<file path="config.mk">
export PLATFORM = sky130hd
export DESIGN_NAME = instr_encoder_loader
export DESIGN_NICKNAME = d
export VERILOG_FILES = /design/src/rtl/isa_pkg.sv /design/src/rtl/instr_field_pack.sv /design/src/rtl/instr_encoder_loader.sv
export SDC_FILE = /design/constraint.sdc
export NUM_CORES = 1
export LEC_CHECK = 0
export CORE_MARGIN = 2
export CORE_UTILIZATION = 49
export DETAILED_ROUTE_END_ITERATION = 16
export GPL_ROUTABILITY_DRIVEN = 0
export PLACE_DENSITY = 0.86
export SYNTH_ARGS = -nofsm -noshare
export SYNTH_HDL_FRONTEND = slang
export SYNTH_HIERARCHICAL = 1
export SYNTH_SLANG_ARGS = --single-unit
</file>
<file path="constraint.sdc">
create_clock -name clk -period 2.95 [get_ports clk]
set_input_delay 0.59 -clock clk [delete_from_list [all_inputs] [get_ports clk]]
set_output_delay 0.59 -clock clk [all_outputs]
set_load 0.02 [all_outputs]
</file>
<file path="src/rtl/isa_pkg.sv">
// Shared ISA definitions for the 16-bit Harvard core: opcodes, instruction
// word field positions, the instruction word type and the loader FSM states.
// The decoder imports this same package.
package isa_pkg;

   typedef logic [31:0] instr_word_t;
   typedef logic [5:0]  opcode_t;

   localparam opcode_t OP_MOVI  = 6'd0;
   localparam opcode_t OP_MOVR  = 6'd1;
   localparam opcode_t OP_LOAD  = 6'd2;
   localparam opcode_t OP_STORE = 6'd3;
   localparam opcode_t OP_ADD   = 6'd4;
   localparam opcode_t OP_SUB   = 6'd5;
   localparam opcode_t OP_NEG   = 6'd6;
   localparam opcode_t OP_MUL   = 6'd7;
   localparam opcode_t OP_DIV   = 6'd8;
   localparam opcode_t OP_OR    = 6'd9;
   localparam opcode_t OP_XOR   = 6'd10;
   localparam opcode_t OP_NAND  = 6'd11;
   localparam opcode_t OP_NOR   = 6'd12;
   localparam opcode_t OP_XNOR  = 6'd13;
   localparam opcode_t OP_NOT   = 6'd14;
   localparam opcode_t OP_LLSH  = 6'd15;
   localparam opcode_t OP_LRSH  = 6'd16;

   // Field bit positions inside instr_word_t
   localparam int OPC_MSB     = 31;
   localparam int OPC_LSB     = 26;
   localparam int RD2_MSB     = 25;
   localparam int RD2_LSB     = 21;
   localparam int RD1_MSB     = 20;
   localparam int RD1_LSB     = 16;
   localparam int RS2_MSB     = 9;
   localparam int RS2_LSB     = 5;
   localparam int RS1_MSB     = 4;
   localparam int RS1_LSB     = 0;
   // Single-source ops (MOV-reg, STORE) carry rs2 in the low slot
   localparam int RS2S_MSB    = 4;
   localparam int RS2S_LSB    = 0;
   localparam int IMM_MSB     = 15;
   localparam int IMM_LSB     = 0;
   localparam int LD_ADDR_MSB = 7;
   localparam int LD_ADDR_LSB = 0;
   localparam int ST_ADDR_MSB = 25;
   localparam int ST_ADDR_LSB = 18;

   localparam int REG_W  = 5;
   localparam int IMM_W  = 16;
   localparam int DADR_W = 8;

   // Loader session states
   typedef enum logic [1:0] {
      ST_IDLE  = 2'd0,
      ST_LOAD  = 2'd1,
      ST_WRITE = 2'd2,
      ST_FULL  = 2'd3
   } ldr_state_t;

   // Opcodes above the last ALU op are not part of the ISA
   function automatic logic opc_is_legal(input opcode_t op);
      return (op <= OP_LRSH);
   endfunction

endpackage

</file>
<file path="src/rtl/instr_field_pack.sv">
// Combinational packer: opcode + operand fields -> 32-bit instruction word.
// Fields not used by an opcode are left zero; illegal opcodes yield a zero
// word with o_illegal set.
module instr_field_pack
   import isa_pkg::*;
(
   input  logic [5:0]        i_opcode,
   input  logic [REG_W-1:0]  i_rd2,
   input  logic [REG_W-1:0]  i_rd1,
   input  logic [REG_W-1:0]  i_rs2,
   input  logic [REG_W-1:0]  i_rs1,
   input  logic [IMM_W-1:0]  i_imm,
   input  logic [DADR_W-1:0] i_addr,
   output instr_word_t       o_word,
   output logic              o_illegal
);

   // Place each field according to the opcode class
   always_comb begin
      o_word    = '0;
      o_illegal = 1'b0;
      o_word[OPC_MSB:OPC_LSB] = i_opcode;
      case (i_opcode)
         OP_MOVI: begin
            o_word[RD2_MSB:RD2_LSB] = i_rd2;
            o_word[IMM_MSB:IMM_LSB] = i_imm;
         end
         OP_MOVR: begin
            o_word[RD2_MSB:RD2_LSB]   = i_rd2;
            o_word[RS2S_MSB:RS2S_LSB] = i_rs2;
         end
         OP_LOAD: begin
            o_word[RD2_MSB:RD2_LSB]         = i_rd2;
            o_word[LD_ADDR_MSB:LD_ADDR_LSB] = i_addr;
         end
         OP_STORE: begin
            o_word[ST_ADDR_MSB:ST_ADDR_LSB] = i_addr;
            o_word[RS2S_MSB:RS2S_LSB]       = i_rs2;
         end
         default: begin
            if (opc_is_legal(i_opcode)) begin
               o_word[RD2_MSB:RD2_LSB] = i_rd2;
               o_word[RD1_MSB:RD1_LSB] = i_rd1;
               o_word[RS2_MSB:RS2_LSB] = i_rs2;
               o_word[RS1_MSB:RS1_LSB] = i_rs1;
            end else begin
               o_word    = '0;
               o_illegal = 1'b1;
            end
         end
      endcase
   end

endmodule

</file>
<file path="src/rtl/instr_encoder_loader.sv">
// Instruction encoder and program loader: packs one instruction per
// handshake and writes it sequentially into instruction memory through a
// request/grant port. Optional running XOR checksum of granted words is
// enabled with the ENC_CHECKSUM_EN macro.
module instr_encoder_loader
   import isa_pkg::*;
#(
   parameter int IMEM_AW    = 8,
   parameter int IMEM_DEPTH = 256
)
(
   input  logic               clk,
   input  logic               rst_n,
   input  logic               prog_start,
   input  logic [IMEM_AW-1:0] prog_base,
   input  logic               prog_end,
   input  logic               in_valid,
   output logic               in_ready,
   input  logic [5:0]         in_opcode,
   input  logic [4:0]         in_rd2,
   input  logic [4:0]         in_rd1,
   input  logic [4:0]         in_rs2,
   input  logic [4:0]         in_rs1,
   input  logic [15:0]        in_imm,
   input  logic [7:0]         in_addr,
   output logic               imem_req,
   input  logic               imem_gnt,
   output logic [IMEM_AW-1:0] imem_addr,
   output logic [31:0]        imem_wdata,
   output logic               busy,
   output logic               full,
   output logic               err_illegal,
   output logic [IMEM_AW:0]   word_count
`ifdef ENC_CHECKSUM_EN
   ,output logic [31:0]       checksum
`endif
);

   localparam logic [IMEM_AW-1:0] LAST_ADDR = IMEM_AW'(IMEM_DEPTH - 1);
   localparam logic [IMEM_AW:0]   COUNT_MAX = (IMEM_AW+1)'(IMEM_DEPTH);

   ldr_state_t         r_state;
   logic [IMEM_AW-1:0] r_addr;
   instr_word_t        r_wdata;
   logic               r_req;
   logic               r_busy;
   logic               r_in_ready;
   logic               r_full;
   logic               r_err;
   logic               r_end_pend;
   logic [IMEM_AW:0]   r_count;

   instr_word_t        w_word;
   logic               w_illegal;
   logic               w_hs;
   logic               w_last;
   logic               w_done;

   instr_field_pack u_pack (
      .i_opcode  (in_opcode),
      .i_rd2     (in_rd2),
      .i_rd1     (in_rd1),
      .i_rs2     (in_rs2),
      .i_rs1     (in_rs1),
      .i_imm     (in_imm),
      .i_addr    (in_addr),
      .o_word    (w_word),
      .o_illegal (w_illegal)
   );

   assign w_hs   = in_valid & r_in_ready;
   assign w_last = (r_addr == LAST_ADDR);
   // Session closes after this grant if prog_end was seen during the write
   assign w_done = r_end_pend | prog_end;

   // Session FSM, address counter and write port, all outputs registered
   always_ff @(posedge clk or negedge rst_n) begin
      if (!rst_n) begin
         r_state    <= ST_IDLE;
         r_addr     <= '0;
         r_wdata    <= '0;
         r_req      <= 1'b0;
         r_busy     <= 1'b0;
         r_in_ready <= 1'b0;
         r_full     <= 1'b0;
         r_err      <= 1'b0;
         r_end_pend <= 1'b0;
         r_count    <= '0;
      end else begin
         case (r_state)
            ST_IDLE: begin
               if (prog_start) begin
                  r_state    <= ST_LOAD;
                  r_addr     <= prog_base;
                  r_count    <= '0;
                  r_full     <= 1'b0;
                  r_err      <= 1'b0;
                  r_end_pend <= 1'b0;
                  r_busy     <= 1'b1;
                  r_in_ready <= 1'b1;
               end
            end
            ST_LOAD: begin
               if (w_hs && !w_illegal) begin
                  r_state    <= ST_WRITE;
                  r_wdata    <= w_word;
                  r_req      <= 1'b1;
                  r_in_ready <= 1'b0;
                  r_end_pend <= prog_end;
               end else begin
                  if (w_hs) begin
                     r_err <= 1'b1;
                  end
                  if (prog_end) begin
                     r_state    <= ST_IDLE;
                     r_busy     <= 1'b0;
                     r_in_ready <= 1'b0;
                  end
               end
            end
            ST_WRITE: begin
               if (imem_gnt) begin
                  r_req      <= 1'b0;
                  r_end_pend <= 1'b0;
                  r_count    <= (r_count == COUNT_MAX) ? r_count : r_count + 1'b1;
                  if (w_last) begin
                     r_full <= 1'b1;
                  end else begin
                     r_addr <= r_addr + 1'b1;
                  end
                  if (w_done) begin
                     r_state <= ST_IDLE;
                     r_busy  <= 1'b0;
                  end else if (w_last) begin
                     r_state <= ST_FULL;
                  end else begin
                     r_state    <= ST_LOAD;
                     r_in_ready <= 1'b1;
                  end
               end else if (prog_end) begin
                  r_end_pend <= 1'b1;
               end
            end
            ST_FULL: begin
               if (prog_end) begin
                  r_state <= ST_IDLE;
                  r_busy  <= 1'b0;
               end
            end
            default: begin
               r_state    <= ST_IDLE;
               r_req      <= 1'b0;
               r_busy     <= 1'b0;
               r_in_ready <= 1'b0;
            end
         endcase
      end
   end

`ifdef ENC_CHECKSUM_EN
   logic [31:0] r_checksum;

   // Running XOR of every granted word, restarted with each session
   always_ff @(posedge clk or negedge rst_n) begin
      if (!rst_n) begin
         r_checksum <= '0;
      end else if ((r_state == ST_IDLE) && prog_start) begin
         r_checksum <= '0;
      end else if (r_req && imem_gnt) begin
         r_checksum <= r_checksum ^ r_wdata;
      end
   end

   assign checksum = r_checksum;
`endif

   assign in_ready    = r_in_ready;
   assign imem_req    = r_req;
   assign imem_addr   = r_addr;
   assign imem_wdata  = r_wdata;
   assign busy        = r_busy;
   assign full        = r_full;
   assign err_illegal = r_err;
   assign word_count  = r_count;

endmodule
</file>
After elaboration in Yosys (flattened, before gate mapping)
Index checks and enable logic that the tools add are counted.
{ "totals": {"ff_bits": 57, "in_bits": 64, "out_inout_bits": 54, "wordCells": 110} }
{ "classes": {"addsub": 2, "order_cmp": 1, "eq_ne": 20, "muxes": 53, "n_bitwise": 2, "reduce_logical": 22} }
{ "ops": {"columns": ["cell", "count"], "rows": [
  ["8-bit one-hot mux with 2 select lines", 2],
  ["9-bit 2-to-1 mux", 3],
  ["8-bit 2-to-1 mux", 3],
  ["4-bit AND reduction", 6],
  ["1-bit 2-to-1 mux", 22],
  ["10-bit 2-to-1 mux", 2],
  ["2-bit != test (second input constant)", 10],
  ["9-bit one-hot mux with 2 select lines", 1],
  ["5-bit one-hot mux with 3 select lines", 1],
  ["2-bit 2-to-1 mux", 7],
  ["6-bit by 2-bit == test with 1-bit output (second input constant)", 2],
  ["6-bit 2-to-1 mux", 2],
  ["5-bit one-hot mux with 2 select lines", 1],
  ["9-bit by 1-bit adder with 9-bit output (second input constant)", 1],
  ["9-bit == test (second input constant)", 1],
  ["3-bit one-hot mux with 3 select lines", 1],
  ["8-bit by 1-bit adder with 8-bit output (second input constant)", 1],
  ["8-bit == test (second input constant)", 1],
  ["2-bit one-hot mux with 4 select lines", 1],
  ["6-bit by 1-bit == test with 1-bit output (second input constant)", 1],
  ["6-bit by 5-bit less-or-equal comparator with 1-bit output (second input constant)", 1],
  ["6-bit zero test", 1],
  ["3-bit != test (second input constant)", 2],
  ["1-bit one-hot mux with 2 select lines", 3],
  ["18 further kinds", 24]
]} }

Logic depth before layout (Yosys ltp)
Gate-level depths: netlist (run 1).
{ "logic_depth": {"depth_word": 7, "mapped_depth": 7, "ltp_nobuf": 6} }

By module
Netlist (run 1), hierarchy kept.
{ "by_module_without_submodules": {"columns": ["mod", "n_inst", "cells_each", "area_each_um2", "seq_area_each_um2"], "rows": [
  ["instr_encoder_loader", 1, 244, 2763.9, 1426.4],
  ["instr_field_pack", 1, 81, 559.3, 0.0]
]} }

Worst setup path before layout (run 1)
No wires, ideal clock.
{ "synth_path": {"path_kind": "in2reg", "start": "input port in_opcode[1]", "end": "register r_wdata[0] (netlist: imem_wdata[0])", "setup_time_ps": 125, "arrival_time_ps": 2177, "required_time_ps": 2825, "path_slack_ps": 649, "cell_stages": 5, "path_cell_list": "or4_4 a21o_1 nand4b_1 buf_2 mux2_2"} }
{ "synth_via": {"elab_chain_cells": 6, "elab_cells_between_ends": 14, "classes_between": "order compare: 1; eq/ne: 3; mux: 4; reduce/logical: 6"} }
{ "synth_rtl": {"columns": ["element", "line", "text"], "rows": [
  ["from (decl)", "instr_encoder_loader.sv:19", "input logic [5:0] in_opcode,"],
  ["6-bit by 5-bit less-or-equal comparator with 1-bit output (tied with other cells)", "isa_pkg.sv:62", "return (op <= OP_LRSH);"],
  ["1-bit 2-to-1 mux or 4-bit OR reduction (tied branches)", null, null],
  ["1-bit 2-to-1 mux (*)", "instr_field_pack.sv:23", "case (i_opcode)"],
  ["via w_illegal", "instr_encoder_loader.sv:54", "logic w_illegal;"],
  ["1-bit zero test (*)", "instr_encoder_loader.sv:104", "if (w_hs && !w_illegal) begin"],
  ["1-bit logical AND (*)", "instr_encoder_loader.sv:104", null],
  ["2-bit AND reduction (no line) (*)", null, null],
  ["to (signal assigned)", "instr_encoder_loader.sv:106", "r_wdata <= w_word;"],
  ["to (decl)", "instr_encoder_loader.sv:44", "instr_word_t r_wdata;"]
]} }
Mark *: on every way through the listed nets, which the timed path passes. The rest lies on a longest branch.
A chain may end at the register's enable or synchronous reset.

Worst setup path after layout (run 1)
{ "layout_path": {"start": "input port in_opcode[1]", "end": "register r_end_pend"} }
{ "layout_via": {"elab_chain_cells": 7, "elab_cells_between_ends": 12, "classes_between": "order compare: 1; eq/ne: 4; mux: 2; reduce/logical: 5"} }
{ "layout_rtl": {"columns": ["element", "line", "text"], "rows": [
  ["6-bit by 5-bit less-or-equal comparator with 1-bit output (tied with other cells)", "isa_pkg.sv:62", null],
  ["1-bit 2-to-1 mux or 4-bit OR reduction (tied branches)", null, null],
  ["1-bit 2-to-1 mux (*)", "instr_field_pack.sv:23", null],
  ["via w_illegal", "instr_encoder_loader.sv:54", null],
  ["1-bit zero test (*)", "instr_encoder_loader.sv:104", null],
  ["1-bit logical AND (*)", "instr_encoder_loader.sv:104", null],
  ["2-bit != test (no line) (*)", null, null],
  ["4-bit AND reduction (no line) (*)", null, null],
  ["to (signal assigned)", "instr_encoder_loader.sv:109", "r_end_pend <= prog_end;"],
  ["to (decl)", "instr_encoder_loader.sv:50", "logic r_end_pend;"]
]} }
Marks and branches as above.

==> run summary, run 1 <==
syn_nets - 397
Worst Path Arrival - 2.74 ns
antenna violations before repair - 0
max-slew violations - 0
power after layout - 0.00341 W
ant diodes - 0
Critical Path Start Type - primary input
total CTS buffers - 9
clk buf depth - 2
status - complete, no violations
RSZ-0062 raised after global routing - false
post-route antenna net violation count - 0
element type at the critical path end - flip-flop
hold crit path type - primary input to async pin
vias in the first global route - 3,154
via/cell ratio - 5.75
Hold Slack - 0.439 ns
final worst setup slack - 0.443 ns
CTS tree - yes
Post-synth top flop - dfrtp_1
total track usage - 0.253
Reg2Reg Setup Slack - 0.55 ns
Synth Instances - 325
CTS root buf - clkbuf_8
Buf/Inv on CP - 1
final period utilization - 0.850
num rows - 30
chip height - 86.4 um
slowest cell on the critical path - or4_4
XOR/XNOR share of the synthesized area - 0
cell family contributing the most delay on the critical path - simple AND/OR/NAND/NOR gates
remaining global-route overflow - 0
DR WL/cell - 17.4 um
fill count - 498
origin of the critical flop-to-flop path - r_state[0]$_DFFE_PN0P_
Post-CTS Resized - 0
R2R cell count - 7
crit path cell chain - clkdlybuf4s50_1 -> or4_4 -> a21o_1 -> nand3b_1 -> a21oi_1 -> o211a_1 -> mux2_2
share of layout cells above drive strength 1 - 0.158
final hold viol count - 0
worst-skew pair later-pin latency - 0.34 ns
yosys warns - 6
Layout Skew - 0.00688 ns
Synth Area in Compound Gates - 0.160
PortBufs - 117
pwr/cell area - 711 nW/um2
Post-Syn Area - 3320 um2
largest net degree at the start of global routing - 47
Layout Area Growth over Synthesis - 44.2%
commonest cells after routing, fill and taps aside - clkdlybuf4s50_1 (116), dfrtp_1 (57), mux2_2 (34)
final setup violating endpoints - 0
Die W - 86.4 um
Levels on crit path - 7
drt total wl - 9300 um
RR Endpoint - word_count[1]$_DFFE_PN0P_
mux cell area share after synthesis - 0.151
Setup TNS - 0 ns
syn_area_per_cell - 10.2 um2
Yosys reg bits - 57
nets@finish - 522
worst-path fanout max - 3
Post-CTS Setup Bufs - 0
commonest non-fill, non-tap cell in the layout - clkdlybuf4s50_1
CTS Sinks - 57
Initial Util - 0.497
TritonRoute pass-1 iters - 4
Slew @ Worst Pin - 1.04 ns
vias post-DR - 3,074
Iteration-0 DRC Markers - 187
dpl hpwl - 7000 um
cts-stage hold buffer count - 0
IO Count - 118
main combinational cell family by area after synthesis - simple AND/OR/NAND/NOR gates
asr flop ratio synth - 1.00
dpl ws - 0.123 ns
DRC violations left - 0
simple-gate portion of the synthesized area - 0.193
core footprint - 6680 um2
VDD IR max - 0.397 mV
crit path time final - 2.51 ns
first-pass GRT wire length - 15,000 um
register area share after synthesis - 0.429
critical setup path kind - primary input to flip-flop
Adder-Cell Fraction of Synth Area - 0.0301
Yosys cell types - 57
Max Cap Viol - 0
Die ar. - 7460 um2
EDFF count, synth - 0
Worst slew margin - 0.305
CP startpoint - in_opcode[1]
Setup crit end - r_end_pend$_DFFE_PN0P_
fmax - 399 MHz
CP required - 3.18 ns
H-Tree Level Count - 3
Clk pin slew, worst setup/hold paths - 0.07 ns
CP max stage delay - 0.59 ns
Leakage - 2.07 nW
==> metal layers <==
| metal | part of all wire | global-route usage | vias to the layer above |
|---|---|---|---|
| met5 | 0 | 0 | - |
| met4 | 0.017 | 0.0852 | 0 |
| li1 | - | - | 1451 |
| met1 | 0.43 | 0.333 | 1481 |
| met3 | 0.073 | 0.0543 | 16 |
| met2 | 0.48 | 0.415 | 126 |
==> cell usage after synthesis (4+ instances only) <==
library cell,n,area share
nand2_1,26,0.029
and2_1,14,0.026
o22ai_1,7,0.013
nor2_1,15,0.017
inv_1,13,0.015
mux2i_1,12,0.036
nand4_1,7,0.013
a32o_1,4,0.012
mux2_2,34,0.12
a21oi_1,9,0.014
nand2b_1,8,0.015
nand3_1,12,0.018
o31ai_1,5,0.011
o21ai_0,22,0.033
buf_2,7,0.011
ha_1,8,0.030
dfrtp_1,57,0.43
a22o_1,8,0.021
==> logic make-up after synthesis <==
logic type	Yosys count
buffers and inverters	26
and+or+nand+nor	111
AOI/OAI and AO/OA	76
muxes	46
DFF	57
other	1
adders and majority gates	8
==> how the worst min path moves through the flow <==
stage                                from                         end  slack [ns]
3_5_place_dp   imem_wdata[16]$_DFFE_PN0P_  imem_wdata[16]$_DFFE_PN0P_        0.49
2_1_floorplan                       rst_n            busy$_DFFE_PN0P_        0.29
6_report                            rst_n      r_state[0]$_DFFE_PN0P_        0.44
3_3_place_gp    imem_wdata[0]$_DFFE_PN0P_   imem_wdata[0]$_DFFE_PN0P_        0.49
5_1_grt                             rst_n   imem_wdata[9]$_DFFE_PN0P_        0.51
4_1_cts                             rst_n   imem_wdata[4]$_DFFE_PN0P_        0.46
==> worst register-to-register path, stage by stage (launching register included) <==
cell and delay [ns]:
dfrtp_1 0.43, inv_1 0.13, ha_1 0.41, buf_4 0.32, nand4b_1 0.11, or4_1 0.54, nand2_1 0.16, mux2i_1 0.20
==> flip-flops by register name (all words and copies together), names as in the netlist, 2 cells and up <==
| signal | count |
|---|---|
| imem_addr | 8 |
| r_state | 2 |
| imem_wdata | 32 |
| word_count | 9 |
==> through the flow <==
| stage | instance area (um2) | utilization | cells |
|---|---|---|---|
| after global routing | 4790 | 0.717 | 535 |
| after floorplan | 3320 | - | 325 |
| after global placement | 4600 | 0.688 | 519 |
| after detailed placement | 4600 | 0.688 | 519 |
| after CTS | 4790 | 0.717 | 535 |
| final | 4790 | 0.717 | 535 |
==> power breakdown <==
group | total, W | leakage (nW) | switching (W) | internal, W
logic | 0.00149 | 1.22 | 0.000754 | 0.000738
clock network | 0.000728 | 0.0912 | 0.000340 | 0.000387
registers | 0.00119 | 0.755 | 0.000185 | 0.00100
total | 0.00341 | 2.07 | 0.00128 | 0.00213
==> cell type report <==
class / count / area [um2] / share of cell area
clock inverters: 7 / 71.3 / 0.0149
inverters: 13 / 48.8 / 0.0102
repair buffers: 127 / 1240 / 0.259
flip-flops and latches: 57 / 1430 / 0.298
multi-input cells: 242 / 1780 / 0.371
clock buffers: 9 / 124 / 0.0259
well taps: 80 / 100 / 0.0209
Note: power is estimated with default switching activity, not from simulation.
==> run 2, diff against run 1 <==
--- a/config.mk
+++ b/config.mk
@@ -6,10 +6,10 @@
 export NUM_CORES = 1
 export LEC_CHECK = 0
 export CORE_MARGIN = 2
-export CORE_UTILIZATION = 49
+export CORE_UTILIZATION = 41
 export DETAILED_ROUTE_END_ITERATION = 16
 export GPL_ROUTABILITY_DRIVEN = 0
-export PLACE_DENSITY = 0.86
+export PLACE_DENSITY = 0.77
 export SYNTH_ARGS = -nofsm -noshare
 export SYNTH_HDL_FRONTEND = slang
 export SYNTH_HIERARCHICAL = 1
==> constraint.sdc (replaced) <==
create_clock -name clk -period 2.2 [get_ports clk]
set_input_delay 0.44 -clock clk [delete_from_list [all_inputs] [get_ports clk]]
set_output_delay 0.44 -clock clk [all_outputs]
set_load 0.02 [all_outputs]
==> run 2 against run 1 <==
Compared with the run above:
- first-iteration DRC count shrank 25%
- utilization fell by 7.0 points
- sequential cell count unchanged
- via count increased by 2.0%
- worst setup slack got worse by 0.38 ns
- non-clock buffer count rose by 19
- cell area increased by 5.4%
- sequential power grew 34%
- critical path type unchanged
- global-route usage down 3.4 points
- wire length rose by 2.4%
- critical path depth unchanged
==> run summary, run 2 (synthesized netlist as in run 1, its figures left out) <==
Worst Path Arrival - 2.36 ns (-0.38 ns)
Placed Instances - 560 (+7.9%)
total CTS buffers - 9 (unchanged)
pwr/cell area - 973 nW/um2 (+37%)
vias in the first global route - 3,194 (+1.3%)
Layout Skew - 0.00507 ns (-0.00182 ns)
worst-path fanout max - 3 (unchanged)
fill count - 650 (+31%)
Max Used Layer - met4
chip height - 94.0 um (+8.9%)
crit path time final - 2.13 ns
Finished Layout Cells - 576 (+7.7%)
total track usage - 0.219 (-0.0336)
CTS tree - yes
met1 WL - 4240 um (+6.4%)
post-route antenna net violation count - 0 (unchanged)
Iteration-0 DRC Markers - 141 (-25%)
RSZ-0062 raised after global routing - false
critical setup path kind - primary input to flip-flop
Die ar. - 8840 um2 (+19%)
H-Tree Level Count - 3 (unchanged)
via/cell ratio - 5.44 (-5.3%)
worst-skew pair later-pin latency - 0.34 ns (about the same)
status - complete, no violations
commonest cells after routing, fill and taps aside - clkdlybuf4s50_1 (113), dfrtp_1 (57), mux2_2 (34)
vias post-DR - 3,135 (+2.0%)
DRC violations left - 0 (unchanged)
Clk pin slew, worst setup/hold paths - 0.07 ns (about the same)
DR WL/cell - 16.5 um (-4.9%)
element type at the critical path end - flip-flop
first-pass GRT wire length - 15,100 um (+0.46%)
CTS root buf - clkbuf_8
share of layout cells above drive strength 1 - 0.196 (+0.0380)
antenna violations before repair - 0 (unchanged)
IO Count - 118 (unchanged)
largest net degree at the start of global routing - 33 (-30%)
Met3 Wirelength - 707 um (+3.8%)
max-slew violations - 0 (unchanged)
commonest non-fill, non-tap cell in the layout - clkdlybuf4s50_1
met2 WL - 4470 um (about the same)
Hold Slack - 0.0484 ns (-0.391 ns)
ant diodes - 0 (unchanged)
hold crit path type - primary input to async pin
Layout Area Growth over Synthesis - 51.9%
CTS Sinks - 57 (unchanged)
num rows - 32 (+6.7%)
max reg flops - 32 (unchanged)
VDD IR max - 0.651 mV (+64%)
Die W - 94.0 um (+8.9%)
final period utilization - 0.970
final hold viol count - 0 (unchanged)
Leakage - 2.22 nW (+7.5%)
core footprint - 7810 um2 (+17%)
remaining global-route overflow - 0 (unchanged)
Initial Util - 0.426 (-0.0717)
dpl hpwl - 7150 um (+2.1%)
PortBufs - 117 (unchanged)
nets@finish - 541 (+3.6%)
fmax - 468 MHz
clk buf depth - 2 (unchanged)
CP required - 2.42 ns (-0.76 ns)
Critical Path Start Type - primary input
drt total wl - 9520 um (+2.4%)
TritonRoute pass-1 iters - 4 (unchanged)
Max Cap Viol - 0 (unchanged)
final setup violating endpoints - 0 (unchanged)
## run 2: worst paths after layout
kind | startpoint | end | slack, ns | cells past startpoint
setup / recovery | in_opcode[1] | r_end_pend$_DFFE_PN0P_ | 0.07 | 7
hold / removal | rst_n | imem_wdata[8]$_DFFE_PN0P_ | 0.05 | 1
setup reg to reg | r_state[0]$_DFFE_PN0P_ | imem_addr[3]$_DFFE_PN0P_ | 0.15 | 7
hold reg to reg | imem_wdata[24]$_DFFE_PN0P_ | imem_wdata[24]$_DFFE_PN0P_ | 0.51 | 1
max in group asynchronous | rst_n | imem_addr[1]$_DFFE_PN0P_ | 1.52 | 2
min in group clk | imem_wdata[24]$_DFFE_PN0P_ | imem_wdata[24]$_DFFE_PN0P_ | 0.51 | 1
## run 2: through the flow
stage / util / total power, W / TNS, ns / setup slack [ns] / instance area [um2]
finish: 0.647 / 0.00491 / 0 / 0.0652 / 5050
detailed placement: 0.612 / 0.00369 / -12.41 / -0.391 / 4780
CTS: 0.645 / 0.00495 / 0 / 0.00718 / 5040
global route: 0.647 / 0.00519 / 0 / 0.00417 / 5050
global placement: 0.612 / 0.00364 / -11.94 / -0.393 / 4780
floorplan: - / 0.00266 / 0 / 0.0486 / 3320
## run 2: routing by layer
metal  vias up  GRT usage
li1       1481          -
met1      1510      0.281
met2       135      0.371
met3         9     0.0377
met4         0     0.0809
met5         -          0
## run 2: timing repair
item                                    CTS  global route
setup buffers                             0             0
hold buffers                              0             0
pin swaps                                 2             4
hold endpoints to repair                  0             0
endpoints found under the setup margin   14            20
resized for setup                         2             4
## run 2: layout make-up
class | instances | area, um2 | share of cell area
Tap cell | 102 | 128 | 0.0253
Multi-Input combinational cell | 242 | 1790 | 0.354
Sequential cell | 57 | 1430 | 0.283
Inverter | 13 | 48.8 | 0.00967
Timing Repair Buffer | 146 | 1410 | 0.279
Clock inverter | 6 | 115 | 0.0228
Clock buffer | 10 | 138 | 0.0273
## run 2: where the power goes
group	leakage, nW	switching (W)	internal (W)
clock network	0.123	0.000444	0.000786
registers	0.755	0.000246	0.00134
logic	1.35	0.00102	0.00107
## run 2: worst max-delay path: stages
cell	delay (ns)
clkdlybuf4s50_1	0.42
or4_4	0.44
a21o_1	0.21
nand3b_1	0.19
a21oi_2	0.17
o211a_1	0.16
mux2_2	0.32
